$ cat config.mk
export PLATFORM = sky130hd
export DESIGN_NAME = div_unit
export DESIGN_NICKNAME = d
export VERILOG_FILES = /design/src/rtl/div_unit_pkg.sv /design/src/rtl/div_unit.sv
export SDC_FILE = /design/constraint.sdc
export NUM_CORES = 1
export LEC_CHECK = 0
export BUFFER_PORTS_ARGS = -buffer_cell sky130_fd_sc_hd__buf_2
export CAP_MARGIN = 20
export CELL_PAD_IN_SITES_DETAIL_PLACEMENT = 1
export CELL_PAD_IN_SITES_GLOBAL_PLACEMENT = 1
export CORE_MARGIN = 1
export CORE_UTILIZATION = 48
export DETAILED_ROUTE_END_ITERATION = 7
export GPL_TIMING_DRIVEN = 0
export PLACE_DENSITY = 0.83
export SLEW_MARGIN = 25
export SYNTH_ARGS = -nofsm -noshare
export SYNTH_HDL_FRONTEND = slang
export SYNTH_SLANG_ARGS = --single-unit
$ cat constraint.sdc
create_clock -name clk -period 14 [get_ports clk]
set_input_delay 0.7 -clock clk [delete_from_list [all_inputs] [get_ports clk]]
set_output_delay 0.7 -clock clk [all_outputs]
set_load 0.05 [all_outputs]
$ cat src/rtl/div_unit_pkg.sv
// Shared CPU defines for the divider: FSM encodings, start/ready levels and the zero word.
// The execute stage imports the same constants when it talks to div_unit.
package div_unit_pkg;

  localparam logic [1:0] DivFree   = 2'b00;
  localparam logic [1:0] DivByZero = 2'b01;
  localparam logic [1:0] DivOn     = 2'b10;
  localparam logic [1:0] DivEnd    = 2'b11;

  localparam logic DivStart = 1'b1;
  localparam logic DivStop  = 1'b0;

  localparam logic DivResultReady    = 1'b1;
  localparam logic DivResultNotReady = 1'b0;

  localparam logic [31:0] ZeroWord = 32'h0000_0000;

endpackage

$ cat src/rtl/div_unit.sv
// Multi-cycle restoring divider for the HI/LO path (DIV/DIVU).
// result_o = {remainder, quotient}; ready_o rises 33 edges after capture (1 edge for divide-by-zero).
module div_unit
  import div_unit_pkg::*;
#(
  parameter int DATA_W = 32
) (
  input  logic                clk,
  input  logic                rst,
  input  logic                signed_div_i,
  input  logic [DATA_W-1:0]   opdata1_i,
  input  logic [DATA_W-1:0]   opdata2_i,
  input  logic                start_i,
  input  logic                annul_i,
  output logic [2*DATA_W-1:0] result_o,
  output logic                ready_o
);

  logic [1:0]          r_state;
  logic [5:0]          r_cnt;
  logic [2*DATA_W:0]   r_dividend;
  logic [DATA_W-1:0]   r_divisor;
  logic                r_negQuo;
  logic                r_negRem;
  logic [2*DATA_W-1:0] r_result;
  logic                r_ready;

  logic                w_op1Neg;
  logic                w_op2Neg;
  logic [DATA_W-1:0]   w_absOp1;
  logic [DATA_W-1:0]   w_absOp2;
  logic [DATA_W:0]     w_trial;
  logic [DATA_W-1:0]   w_quo;
  logic [DATA_W-1:0]   w_rem;
  logic [DATA_W-1:0]   w_quoFix;
  logic [DATA_W-1:0]   w_remFix;

  assign w_op1Neg = signed_div_i & opdata1_i[DATA_W-1];
  assign w_op2Neg = signed_div_i & opdata2_i[DATA_W-1];
  assign w_absOp1 = w_op1Neg ? -opdata1_i : opdata1_i;
  assign w_absOp2 = w_op2Neg ? -opdata2_i : opdata2_i;

  // Trial subtract on the upper bits; a set borrow bit means the divisor did not fit.
  assign w_trial  = {1'b0, r_dividend[2*DATA_W-1:DATA_W]} - {1'b0, r_divisor};

  assign w_quo    = r_dividend[DATA_W-1:0];
  assign w_rem    = r_dividend[2*DATA_W:DATA_W+1];
  assign w_quoFix = r_negQuo ? -w_quo : w_quo;
  assign w_remFix = r_negRem ? -w_rem : w_rem;

  // Divisor and sign flags are latched at capture so operand changes mid-divide are harmless.
  always_ff @(posedge clk or posedge rst) begin
    if (rst) begin
      r_state    <= DivFree;
      r_cnt      <= '0;
      r_dividend <= '0;
      r_divisor  <= '0;
      r_negQuo   <= 1'b0;
      r_negRem   <= 1'b0;
      r_result   <= '0;
      r_ready    <= DivResultNotReady;
    end else begin
      case (r_state)
        DivFree: begin
          r_result <= '0;
          r_ready  <= DivResultNotReady;
          if (start_i == DivStart && !annul_i) begin
            r_divisor  <= w_absOp2;
            r_negQuo   <= w_op1Neg ^ w_op2Neg;
            r_negRem   <= w_op1Neg;
            r_cnt      <= '0;
            r_dividend <= {{DATA_W{1'b0}}, w_absOp1, 1'b0};
            r_state    <= (opdata2_i == '0) ? DivByZero : DivOn;
          end
        end
        DivByZero: begin
          if (annul_i) begin
            r_state <= DivFree;
          end else begin
            r_dividend <= {1'b0, ZeroWord, ZeroWord};
            r_result   <= {ZeroWord, ZeroWord};
            r_ready    <= DivResultReady;
            r_state    <= DivEnd;
          end
        end
        DivOn: begin
          if (annul_i) begin
            r_state <= DivFree;
          end else if (r_cnt != 6'd32) begin
            if (w_trial[DATA_W]) begin
              r_dividend <= {r_dividend[2*DATA_W-1:0], 1'b0};
            end else begin
              r_dividend <= {w_trial[DATA_W-1:0], r_dividend[DATA_W-1:0], 1'b1};
            end
            r_cnt <= r_cnt + 6'd1;
          end else begin
            r_result <= {w_remFix, w_quoFix};
            r_ready  <= DivResultReady;
            r_state  <= DivEnd;
          end
        end
        DivEnd: begin
          if (start_i == DivStop) begin
            r_result <= '0;
            r_ready  <= DivResultNotReady;
            r_state  <= DivFree;
          end
        end
        default: begin
          r_state <= DivFree;
        end
      endcase
    end
  end

  assign result_o = r_result;
  assign ready_o  = r_ready;

endmodule

==> qor.tcl <==
set qor(yosys_warnings) 0
set qor(power-per-cell-area_nw_per_um2) 180.4
set qor(grtUsageTotal) 0.3040
set qor(fin_crit_sh) 0.2659
set qor(fin_worst_skew_ps) 12.39
set qor(crit_required_ps) 14350
set qor(cts.sink_count) 172
set qor(endpoint_kind) {register}
set qor(floorplan.rows) 56
set qor(drc) 0
set qor(post_drt_via_cell_ratio) 5.792
set qor(worst-setup-path-type) {register to register}
set qor(routed-via-count) 10840
set qor(asyncSetResetFlopFracSynth) 1.000
set qor(maximum_number_of_buffers_from_clock_root_to_sink) 2
set qor(cts_buffers) 17
set qor(grt_setup_unrepaired) {false}
set qor(ys_seq_area_frac) 0.3766
set qor(setup.reg_to_reg.worst_slack_ps) 10280
set qor(leakage_nw) 5.997
set qor(totalNegativeSetupSlack_ps) 0
set qor(gp_congestion) 0.8965
set qor(synthesis.nets) 1499
set qor(postRouteWirelength_mm) 35.81
set qor(worst-endpoint-arrival_ps) 4080
set qor(setup.worst_path.end) {result_o[11]$_DFFE_PP0P_}
set qor(grt_pass1_wl_mm) 58.04
set qor(die_x_um) 156.3
set qor(tightest_slew_ps) 992.3
set qor(hold_buffers_post_cts) 0
set qor(number_of_antenna_violations_at_the_first_check_in_global_routing) 3
set qor(rr_endpoint) {result_o[11]$_DFFE_PP0P_}
set qor(die_area_um2) 24430
set qor(filler_cell_count) 2957
set qor(timing.fmax_mhz) 268.6
set qor(numPlacedInstances) 1839
set qor(synth_edf_count) 0
set qor(final_period_minus_worst_setup_slack_ps) 3723
set qor(maximum_vdd_drop_uv) 104.3
set qor(die_height_um) 156.3
set qor(layout.cells.non_filler) 1872
set qor(post_cts_resize_count) 0
set qor(synth.distinct_cells) 78
set qor(drt_pass1_iterations) 7
set qor(seq_area_um2) 4304
set qor(mappedNetlistArea_um2) 11430
set qor(clock_insertion_delay_worst_skew_ps) 440
set qor(cts-root-buf) {clkbuf_16}
set qor(timing.reg2reg.worst_path_depth) 11
set qor(post_drt_wl_per_cell_um) 19.13
set qor(maxSlewHeadroom) 0.3340
set qor(syn_area_per_cell_um2) 8.252
set qor(boundaryPins) 134
set qor(timing_max_transition_violations_final) 0
set qor(timing.rr.start) {r_state[0]$_DFFE_PP0P_}
set qor(postSynthCellCount) 1385
set qor(critPathLaunch) {r_state[0]$_DFFE_PP0P_}
set qor(first_global_vias) 10900
set qor(post-cts-setup-buffer-count) 0
set qor(grt_start_max_net_pins) 98
set qor(core_um2) 23400
set qor(synth_flop_cell) {dfrtp_1}
set qor(final_net_count) 1653
set qor(io_buffers) 133
set qor(h-tree-depth) 4
set qor(grt_overflow_total) 0
set qor(syn2layout_area_growth_pct) 14.99
set qor(critical_path.max_fanout) 10
set qor(crit_path_start_kind) {register}
set qor(outcome) {complete, no violations}
set qor(ys_seq_elements) 172
set qor(min-delay-path-class) {input pin to asynchronous set/reset pin}
set qor(multi_input_gate_area_um2) 6654
set qor(ant_nets) 0
set qor(max-cap-violations) 0
set qor(tritoncts) {done}
set qor(post_route_cells_drive_above_1_share) 0.1289
set qor(number_of_setup_violations_in_the_final_report) 0
set qor(clock_transition_time_at_the_flip_flop_clock_pins_of_the_worst_setup_and_hold_paths_ps) 80
set qor(detailedPlacementHpwl_mm) 27.35
set qor(hold_violations) 0
set qor(start_util) 0.4883
set qor(dr.first_iter.drc_count) 634
[cell type report]
| class | count | share of cell area |
|---|---|---|
| Tap cell | 319 | 0.03037 |
| Clock buffer | 19 | 0.03447 |
| Inverter | 55 | 0.01628 |
| Timing Repair Buffer | 135 | 0.05332 |
| Clock inverter | 13 | 0.01104 |
| Antenna cell | 1 | 0.0001904 |
| Multi-Input combinational cell | 1088 | 0.5063 |
| Buffer | 70 | 0.02047 |
| Sequential cell | 172 | 0.3275 |
[synth_stat cells, types with 4 or more instances]
library cell / count / area [um^2]
or3_1: 9 / 56.30
nor2b_1: 10 / 62.56
a211oi_1: 8 / 60.06
a21o_1: 10 / 75.07
buf_2: 5 / 25.02
nor4_1: 9 / 56.30
nand2b_1: 14 / 87.58
o31ai_1: 23 / 172.7
o21a_1: 7 / 52.55
o211ai_1: 4 / 30.03
o21bai_1: 5 / 37.54
a21oi_1: 107 / 535.5
o21ai_0: 213 / 1066
nand4_1: 6 / 37.54
and3_1: 5 / 31.28
nand2_1: 216 / 810.8
o21ai_1: 13 / 65.06
o22ai_1: 4 / 25.02
nand3_1: 8 / 40.04
dfrtp_1: 172 / 4304
clkbuf_1: 55 / 206.5
nor3_1: 18 / 90.09
nand3b_1: 4 / 30.03
xor2_1: 88 / 770.7
inv_1: 54 / 202.7
buf_1: 10 / 37.54
ha_1: 44 / 550.5
o41ai_1: 15 / 131.4
and2_1: 6 / 37.54
or4_1: 15 / 112.6
nor2_1: 94 / 352.8
mux2i_1: 10 / 100.1
xnor2_1: 52 / 455.4
a32oi_1: 9 / 78.83
[critical path, cell delays in order (launching register included)]
cell,delay [ps]
dfrtp_1,420
inv_1,120
ha_1,180
clkbuf_1,450
clkinv_1,430
nor2_1,200
o22ai_1,90
nand2_1,300
clkbuf_1,760
clkbuf_1,480
nand2_1,90
o21ai_0,110
[logic make-up (layout without fill, tap and decap cells)]
kind of cell,Yosys count,in the layout,synth area share
flip-flops,172,172,0.3766
adder cells (fa/ha/maj),45,45,0.04992
AO/OA/AOI/OAI,451,451,0.2341
AND/OR/NAND/NOR,441,441,0.1808
XOR/XNOR,140,140,0.1073
multiplexers,11,11,0.009744
buffers and inverters,125,292,0.04160
other,0,1,0
[how the worst min path moves through the flow]
stage                                     end                      start  slack, ps  depth (start not counted)
floorplan           r_divisor[10]$_DFFE_PP0P_  r_divisor[10]$_DFFE_PP0P_        450                          2
global placement     result_o[14]$_DFFE_PP0P_   result_o[14]$_DFFE_PP0P_        460                          2
detailed placement   result_o[63]$_DFFE_PP0P_   result_o[63]$_DFFE_PP0P_        470                          2
CTS                   result_o[3]$_DFFE_PP0P_                        rst        400                          2
global route          result_o[6]$_DFFE_PP0P_                        rst        440                          2
finish                result_o[6]$_DFFE_PP0P_                        rst        370                          2
[power breakdown]
group | switching [mW] | internal [mW] | leakage, nW
registers | 0.112 | 0.597 | 2.31
logic | 0.777 | 0.392 | 3.40
clock network | 0.230 | 0.263 | 0.290
total | 1.12 | 1.25 | 6.00
[layout by cell type, fill, tap and decap left out, drive strengths merged, types with 11 or more instances in the layout]
master	netlist	routed
clkbuf	55	74
a21oi	107	107
nor2	95	95
o41ai	19	19
inv	54	62
dfrtp	172	172
o21ai	226	226
o31ai	25	25
or4	18	18
xor2	88	88
nor3	19	19
buf	15	150
nand2b	18	18
nand2	216	216
xnor2	52	52
ha	44	44
nor4	11	11
[metal layers]
layer	share of wire	global-route usage	wire length [um]	vias to the layer above
met5	0.00036	0	13	-
met4	0.027	0.1083	952	2
met3	0.045	0.03849	1619	55
met2	0.45	0.4745	16020	292
met1	0.48	0.4320	17200	5303
li1	-	-	-	5191
[through the flow]
| step | hold slack [ps] | util | total power [mW] | area, um^2 | worst slack, ps |
|---|---|---|---|---|---|
| floorplan | 449.8 | - | 1.501 | 11430 | 8640 |
| global placement | 456.7 | 0.5338 | 1.807 | 12490 | 6638 |
| detailed placement | 465.5 | 0.5359 | 1.859 | 12540 | 10310 |
| CTS | 403.5 | 0.5614 | 2.365 | 13140 | 10230 |
| global route | 444.0 | 0.5615 | 2.534 | 13140 | 9962 |
| finish | 374.6 | 0.5615 | 2.371 | 13140 | 10280 |
[state kept, by name (all words and copies together) (netlist names)]
signal,flops
r_dividend,65
result_o,64
r_negQuo,1
ready_o,1
r_negRem,1
r_divisor,32
r_state,2
r_cnt,6
No activity file was read; power rests on OpenSTA's default activity.
